`config.mk`:
```
export PLATFORM = sky130hd
export DESIGN_NAME = sgn_restore
export DESIGN_NICKNAME = d
export VERILOG_FILES = /design/src/rtl/sgn_restore_pkg.sv /design/src/rtl/sgn_switch_fsm.sv /design/src/rtl/sgn_restore.sv
export SDC_FILE = /design/constraint.sdc
export NUM_CORES = 1
export LEC_CHECK = 0
export CAP_MARGIN = 20
export CORE_AREA = 2 2 101 79
export CTS_BUF_LIST = sky130_fd_sc_hd__clkbuf_2 sky130_fd_sc_hd__clkbuf_4 sky130_fd_sc_hd__clkbuf_8
export DETAILED_ROUTE_END_ITERATION = 7
export DIE_AREA = 0 0 103 81
export PLACE_DENSITY = 0.67
export SKIP_LAST_GASP = 1
export SLEW_MARGIN = 0
export SYNTH_ARGS = -nofsm -noshare
export SYNTH_HDL_FRONTEND = slang
export SYNTH_SLANG_ARGS = --single-unit
```
`constraint.sdc`:
```
create_clock -name clk_i -period 2.7 [get_ports clk_i]
set_input_delay 0.27 -clock clk_i [delete_from_list [all_inputs] [get_ports clk_i]]
set_output_delay 0.27 -clock clk_i [all_outputs]
set_load 0.02 [all_outputs]
```
`src/rtl/sgn_restore_pkg.sv`:
```
// sgn_restore_pkg: shared FSM state encodings for the sign-restore stage.
package sgn_restore_pkg;
    localparam logic ST_IDLE = 1'b0;
    localparam logic ST_PEND = 1'b1;
    typedef enum logic {IDLE = ST_IDLE, PEND = ST_PEND} sgn_state_t;
endpackage

```
`src/rtl/sgn_switch_fsm.sv`:
```
// sgn_switch_fsm: defers sign changes to a zero-crossing, with a hold timeout.
//   valid_i  : stage-1 sample strobe        sgn_i   : requested sign
//   zc_i     : sample is inside the crossing window (mag <= threshold)
//   hold_i   : samples to wait before forcing bypass_i: follow sgn_i directly
//   sgn_o    : sign applied to the current sample (combinational)
//   force_o  : current sample is a timeout-forced switch (combinational)
//   pend_o   : a sign change is waiting for a crossing
module sgn_switch_fsm
    import sgn_restore_pkg::*;
#(
    parameter int HOLD_W = 8
) (
    input  logic              clk_i,
    input  logic              rstn_i,
    input  logic              valid_i,
    input  logic              sgn_i,
    input  logic              zc_i,
    input  logic [HOLD_W-1:0] hold_i,
    input  logic              bypass_i,
    output logic              sgn_o,
    output logic              force_o,
    output logic              pend_o
);
    sgn_state_t        state_q, state_d;
    logic [HOLD_W-1:0] cnt_q, cnt_d;
    logic              app_q, app_d;
    always_ff @(posedge clk_i or negedge rstn_i) begin
        if (!rstn_i) begin
            state_q <= IDLE;
            cnt_q   <= '0;
            app_q   <= 1'b0;
        end else begin
            state_q <= state_d;
            cnt_q   <= cnt_d;
            app_q   <= app_d;
        end
    end
    // A switch takes effect on the sample that triggers it, so the sign used
    // for the current sample is the next-state applied sign.
    always_comb begin
        state_d = state_q;
        cnt_d   = cnt_q;
        app_d   = app_q;
        force_o = 1'b0;
        if (valid_i) begin
            if (bypass_i) begin
                state_d = IDLE;
                app_d   = sgn_i;
            end else if (sgn_i == app_q) begin
                state_d = IDLE;
            end else begin
                case (state_q)
                    IDLE: begin
                        if (hold_i == '0 || zc_i) begin
                            app_d = sgn_i;
                        end else begin
                            cnt_d   = hold_i - 1'b1;
                            state_d = PEND;
                        end
                    end
                    PEND: begin
                        if (zc_i || cnt_q == '0) begin
                            state_d = IDLE;
                            app_d   = sgn_i;
                            force_o = !zc_i;
                        end else begin
                            cnt_d = cnt_q - 1'b1;
                        end
                    end
                endcase
            end
        end
    end
    assign sgn_o  = app_d;
    assign pend_o = state_q == PEND;
endmodule

```
`src/rtl/sgn_restore.sv`:
```
// sgn_restore: rebuilds a signed R-bit sample from an (R-1)-bit magnitude and sign.
//   mag_i/sgn_i/valid_i : input sample       zc_thr_i/hold_i : crossing window, timeout
//   bypass_i            : apply sgn_i on every sample
//   out_o/valid_o       : signed result, 2 cycles after valid_i
//   sgn_o               : applied sign       pend_o  : sign change waiting
//   force_o             : timeout switch     sat_o   : magnitude at full scale
module sgn_restore
    import sgn_restore_pkg::*;
#(
    parameter int R      = 14,
    parameter int HOLD_W = 8
) (
    input  logic              clk_i,
    input  logic              rstn_i,
    input  logic [R-2:0]      mag_i,
    input  logic              sgn_i,
    input  logic              valid_i,
    input  logic [R-2:0]      zc_thr_i,
    input  logic [HOLD_W-1:0] hold_i,
    input  logic              bypass_i,
    output logic [R-1:0]      out_o,
    output logic              valid_o,
    output logic              sgn_o,
    output logic              pend_o,
    output logic              force_o,
    output logic              sat_o
);
    logic [R-2:0]      s1_mag, s1_thr;
    logic [HOLD_W-1:0] s1_hold;
    logic              s1_sgn, s1_valid, s1_byp;
    logic              app, frc;
    logic [R-1:0]      mag_ext;
    // Control inputs travel with their sample so a gapped stream sees the
    // threshold and hold that accompanied it.
    always_ff @(posedge clk_i or negedge rstn_i) begin
        if (!rstn_i) begin
            s1_mag   <= '0;
            s1_thr   <= '0;
            s1_hold  <= '0;
            s1_sgn   <= 1'b0;
            s1_valid <= 1'b0;
            s1_byp   <= 1'b0;
        end else begin
            s1_mag   <= mag_i;
            s1_thr   <= zc_thr_i;
            s1_hold  <= hold_i;
            s1_sgn   <= sgn_i;
            s1_valid <= valid_i;
            s1_byp   <= bypass_i;
        end
    end
    sgn_switch_fsm #(.HOLD_W(HOLD_W)) u_fsm (
        .clk_i   (clk_i),
        .rstn_i  (rstn_i),
        .valid_i (s1_valid),
        .sgn_i   (s1_sgn),
        .zc_i    (s1_mag <= s1_thr),
        .hold_i  (s1_hold),
        .bypass_i(s1_byp),
        .sgn_o   (app),
        .force_o (frc),
        .pend_o  (pend_o)
    );
    // Zero-extended magnitude keeps the result symmetric: -2^(R-1) is unreachable.
    assign mag_ext = {1'b0, s1_mag};
    always_ff @(posedge clk_i or negedge rstn_i) begin
        if (!rstn_i) begin
            out_o   <= '0;
            valid_o <= 1'b0;
            sgn_o   <= 1'b0;
            force_o <= 1'b0;
            sat_o   <= 1'b0;
        end else begin
            valid_o <= s1_valid;
            force_o <= frc;
            if (s1_valid) begin
                out_o <= app ? -mag_ext : mag_ext;
                sgn_o <= app;
                sat_o <= &s1_mag;
            end
        end
    end
endmodule

```
Word-level counts from Yosys, hierarchy flattened
Index checks and enable logic that the tools add are counted.

Magnitude comparators: 1. Reductions and logical operators: 7. Multiplexer cells: 20. Bitwise operators: 3. Add/sub/neg operators: 3. Equal/unequal tests: 3.

Operators by type and width (count): $logic_not A8 Y1 (2); $mux W8 (2); $pmux W8 S2 (1); $sub A8 B1 Y8 const B (2); $mux W1 (14); $mux W14 (1); $neg A13 Y14 (1); $le A13 B13 Y1 (1); $reduce_and A13 Y1 (1); $reduce_and A5 Y1 (1); $ne A2 B2 Y1 const B (2); $pmux W1 S2 (2); $not A1 Y1 (3); $logic_or A1 B1 Y1 (2); $eq A1 B1 Y1 (1); $logic_not A1 Y1 (1).

Register bits: 65.

Longest topological paths before layout
Word-level depth: 8. Mapped depth: 10.

Hierarchy
A second synthesis with hierarchy kept.

Cells, all modules: 262. Area total of the unflattened synthesis: 3034.2 um^2.

Modules (own cells, without submodules): sgn_restore (cells an instance 174, sequential area each 1376.3 um^2, area an instance 2224.6 um^2, times used 1); sgn_switch_fsm (cells an instance 88, sequential area each 250.2 um^2, area an instance 809.5 um^2, times used 1).

Worst setup path before layout
OpenSTA, ideal clock, no wires.

Kind: reg-to-reg. Start point: register s1_mag[4]. End point: register u_fsm.cnt_q[6]. Buffers on the path: 0. Period minus slack after synthesis: 2541 ps. Arrival: 2390 ps. Data required time: 2549 ps. Cell stages (with the launch flop): 9. Slack: 159 ps. Setup time: 151 ps. Cell sequence: dfrtp_1 -> ha_1 -> nand3_1 -> o21bai_1 -> a311o_1 -> a311o_4 -> or2_4 -> a2111oi_4 -> a311oi_1.

Cells in the longest elaborated chain, start to end: 4. Elaborated cells on any way between the ends: 6. Those cells by class: order compare (1); eq/ne (2); reduce/logical (3).

RTL lines: start, declared (RTL line sgn_restore.sv:28) `logic [R-2:0] s1_mag, s1_thr;`; start signal, assigned (RTL line sgn_restore.sv:44) `s1_mag <= mag_i;`; $le A13 B13 Y1 * (RTL line sgn_restore.sv:57) `.zc_i (s1_mag <= s1_thr),`; $logic_or A1 B1 Y1, on equally long branches (RTL line sgn_switch_fsm.sv:62, sgn_switch_fsm.sv:54); $ne A2 B2 Y1 (no source line); $reduce_and A5 Y1 (no source line) *; end signal, assigned (RTL line sgn_switch_fsm.sv:34) `cnt_q <= cnt_d;`; end, declared (RTL line sgn_switch_fsm.sv:25) `logic [HOLD_W-1:0] cnt_q, cnt_d;`.

Mark *: on every way between the ends. The rest lies on a longest branch, timed or not. A chain may end at the register's enable or synchronous reset.

Final worst setup path
Start point: register s1_mag[4]. End point: register u_fsm.cnt_q[2].

The elaborated chain is that of the path after synthesis.

==> metrics.md <==
| Metric | Value |
|---|---|
| Worst hold path depth | 1 |
| Class of the tightest hold or removal check | in -> reg |
| Number of pins with negative max-slew slack in the final report | 0 |
| Core region area | 7497 um^2 |
| Hold Startpoint | zc_thr_i[0] |
| Worst VDD drop | around 0.32 mV |
| CTS buffer count | 9 |
| Leakage power total | 1.827 nW |
| Launching instance or port of the critical path | s1_mag[4] |
| Minimum setup slack in the final design | between 0.07 and 0.08 ns |
| Cell row count | 28 |
| Required arrival time at the worst endpoint | ~3 ns |
| Final design area excluding fillers | about 4300 um^2 |
| Cell at the slowest stage of the critical path | sky130_fd_sc_hd__a311o_4 |
| Worst r2r dst | u_fsm.cnt_q[2] |
| Share of post-route cells with drive strength above 1 | 0.1494 |
| Cell area after synthesis | 3198 um^2 |
| Final count of hold timing violations | 0 |
| Synth-to-layout area growth | 33.84% |
| Number of nets still failing antenna checks after routing | 0 |
| Drt total wl | about 7800 um |
| First-pass detailed-route iteration total | 5 |
| Count of mapped cells out of synthesis | between 300 and 400 |
| Final worst path period need | 2.626 ns |
| Synthesized netlist net count | roughly 360 |
| Worst reg2reg startpoint | s1_mag[4] |
| Wire length of the first global-routing pass | approximately 13000 um |
| Delay of the slowest cell on the worst path | about 0.48 ns |
| Initial core utilization | 0.4266 |
| Status | finished, final reports clean |
| Max Cap Viol | 0 |
| Die width | between 100 and 150 um |
| Buffer levels on the longest clock path | 2 |
| Clock tree from TritonCTS | yes |
| Total gr overflow | 0 |
| Ranking of synthesized cells by area | sky130_fd_sc_hd__dfrtp_1 51%, sky130_fd_sc_hd__ha_1 6.3%, sky130_fd_sc_hd__nand2_1 3.2% |
| Share of the synthesized area in the top cell type | 0.5086 |
| Post-layout nets | between 400 and 500 |
| Min-Delay Endpoint | s1_thr[0] |
| Biggest fanout along the worst timing path | 8 |
| Final clock skew | ~0.0086 ns |
| Final cycle utilization of the critical path | 0.9725 |
| Placed standard-cell area | 4014 um^2 |
| Relative slew slack | 0.5324 |
| Power density of the placed cells | approximately 630 nW/um^2 |
| Category of the critical setup timing path | reg -> reg |
| Post-DP HPWL | 5661 um |
| Number of diodes | 0 |
| Proportion of synthesized flip-flops having asynchronous set or reset | 1.000 |
| Average vias per placed instance | roughly 5.5 |
| I/O pins | 58 |
| Number of library cell types mapped by synthesis | 51 |
| Leading cell types in the layout, fill and taps excluded | 65 x sky130_fd_sc_hd__dfrtp_1, 56 x sky130_fd_sc_hd__clkdlybuf4s50_1, 27 x sky130_fd_sc_hd__nand2_1 |
| Unrepaired setup endpoints after global routing | yes |
| Source-to-sink clock delay at the later pin of the worst-skew pair | around 0.35 ns |
| Routability congestion estimate | just over 0.9 |
| EDFF count, synth | 0 |
| Highest Clock Rate | 380.8 MHz |
| Mean instance size in the synthesized netlist | approximately 10 um^2 |
| Sequence of cells on the critical path | ha_4 > nand3_2 > o21bai_1 > a311o_1 > a311o_4 > nor2_4 > nand2_1 > o221a_2 |
| Drt initial violations | between 100 and 150 |
| Fill cell total of the finished layout | 670 |
| Register area | 1627 um^2 |
| Total via count in the routed design | ~2700 |
| Synthesis warning total | 0 |
| Sort of element at the start of the critical path | flop |
| Actual transition at the worst max-transition pin | about 0.7 ns |
| Sink count of the clock tree | 65 |
| WP data arrival | ~2.9 ns |
| Number of levels the H-tree was split into | 3 |
| Root buffer selected by CTS | sky130_fd_sc_hd__clkbuf_8 |
| Post-placement worst setup slack | between 0.05 and 0.06 ns |
| Post-synthesis sequential area ratio | 0.5086 |
| Area of the multi-input gates | 1479 um^2 |
| Number of antenna violations at the first check in global routing | 0 |
| Port buffer count | 57 |
| Number of remaining DRC errors | 0 |
| Average routed wire per standard cell | roughly 16 um |
| Setup slack on the worst flop-to-flop path | between 0.07 and 0.08 ns |
| Full die area | between 8000 and 9000 um^2 |
| Most common library cell in the layout ignoring fill and taps | sky130_fd_sc_hd__dfrtp_1 |
| Via count of the first global-routing pass | roughly 2800 |
| Clock-pin slew reported for the worst setup and hold paths after clock tree synthesis | approximately 0.08 ns |
| Setup-failing EPs final | 0 |
| Maximum number of pins on one net before global-route repair | 37 |
| Combined global-route utilization of all metal layers | 0.2018 |
| Chip height | between 80 and 90 um |
| Synthesized flop and latch total | 65 |
| Capturing element type of the critical path | flop |
| Setup TNS | 0 ns |
| Logic depth of the worst register-to-register path | 8 |
| Most instantiated flip-flop cell in the synthesis netlist | sky130_fd_sc_hd__dfrtp_1 |
| Area leader, netlist | sky130_fd_sc_hd__dfrtp_1 |
final cells by class:
class	instances	share of cell area
clock buffers	9	0.02894
clock inverters	7	0.01783
inverters	22	0.01929
multi-input cells	211	0.3455
flip-flops and latches	65	0.3800
well taps	105	0.03069
repair buffers	81	0.1777
how the worst max path moves through the flow:
stage | cells past startpoint | to
CTS | 8 | u_fsm.cnt_q[6]
floorplan | 8 | u_fsm.cnt_q[6]
finish | 8 | u_fsm.cnt_q[2]
detailed placement | 8 | u_fsm.cnt_q[2]
global placement | 8 | u_fsm.cnt_q[2]
global route | 8 | u_fsm.cnt_q[6]
where the power goes:
part / switching, mW / total, mW / internal (mW)
Clock: 0.412 / 0.846 / 0.434
Sequential: 0.138 / 1.24 / 1.10
Combinational: 0.293 / 0.610 / 0.317
Total: 0.844 / 2.70 / 1.86
cell usage after synthesis (2+ instances only):
| master | count |
|---|---|
| sky130_fd_sc_hd__nor3_1 | 17 |
| sky130_fd_sc_hd__nor4_1 | 6 |
| sky130_fd_sc_hd__xnor2_1 | 2 |
| sky130_fd_sc_hd__and3_1 | 4 |
| sky130_fd_sc_hd__nand4_1 | 9 |
| sky130_fd_sc_hd__and4_2 | 2 |
| sky130_fd_sc_hd__a221oi_1 | 8 |
| sky130_fd_sc_hd__a311oi_1 | 2 |
| sky130_fd_sc_hd__mux2i_1 | 5 |
| sky130_fd_sc_hd__o21ai_0 | 11 |
| sky130_fd_sc_hd__nor3b_1 | 7 |
| sky130_fd_sc_hd__o21bai_1 | 2 |
| sky130_fd_sc_hd__nor2_1 | 21 |
| sky130_fd_sc_hd__or3_1 | 5 |
| sky130_fd_sc_hd__and2_1 | 4 |
| sky130_fd_sc_hd__xor2_1 | 5 |
| sky130_fd_sc_hd__a21oi_1 | 13 |
| sky130_fd_sc_hd__nand3_1 | 9 |
| sky130_fd_sc_hd__nor2b_1 | 3 |
| sky130_fd_sc_hd__ha_1 | 16 |
| sky130_fd_sc_hd__dfrtp_1 | 65 |
| sky130_fd_sc_hd__inv_1 | 22 |
| sky130_fd_sc_hd__mux2_2 | 2 |
| sky130_fd_sc_hd__clkbuf_1 | 6 |
| sky130_fd_sc_hd__a2111o_1 | 2 |
| sky130_fd_sc_hd__nand2_1 | 27 |
| sky130_fd_sc_hd__buf_2 | 2 |
| sky130_fd_sc_hd__o311ai_0 | 4 |
| sky130_fd_sc_hd__o221ai_1 | 2 |
| sky130_fd_sc_hd__o221a_2 | 3 |
through the flow:
step           hold WS [ns]  power, mW  utilization  std cells
5_1_grt              0.3415      2.842       0.5709        500
3_5_place_dp         0.3584      1.853       0.5354        480
4_1_cts              0.3377      2.712       0.5634        497
6_report             0.3528      2.699       0.5709        500
2_1_floorplan      -0.02559      1.571            -        307
3_3_place_gp         0.3585      1.834       0.5354        480
critical path, delay by kind of cell (launching register included):
| kind | cells | cell delay, ns |
|---|---|---|
| flops | 1 | 0.42 |
| simple gates | 3 | 0.54 |
| fa+ha+maj | 1 | 0.30 |
| compound gates | 4 | 1.25 |
flip-flops by register name (all words and copies together) (netlist names), 8 cells and up:
signal / flops
u_fsm.cnt_q: 8
out_o: 14
s1_hold: 8
s1_thr: 13
s1_mag: 13
what timing repair did:
action / CTS / global route
setup endpoints to repair: 0 / 18
setup buffers: 0 / 3
hold endpoints to repair: 29 / 0
hold buffers: 1 / 0
gates resized for setup: 0 / 5
metal layers:
layer	vias to the layer above	wire [um]	track usage
met5	-	0	0
met4	0	89	0.07632
met3	10	515	0.05250
met2	109	3490	0.2870
met1	1321	3733	0.2949
li1	1295	-	-
kinds of logic after synthesis:
| family | share of synthesized area |
|---|---|
| simple gates | 0.1999 |
| buf+inv | 0.03951 |
| flops | 0.5086 |
| compound gates | 0.1475 |
| xor+xnor | 0.01917 |
| fa+ha+maj | 0.06260 |
| mux | 0.02269 |
Power figures use the tool's default switching activity.
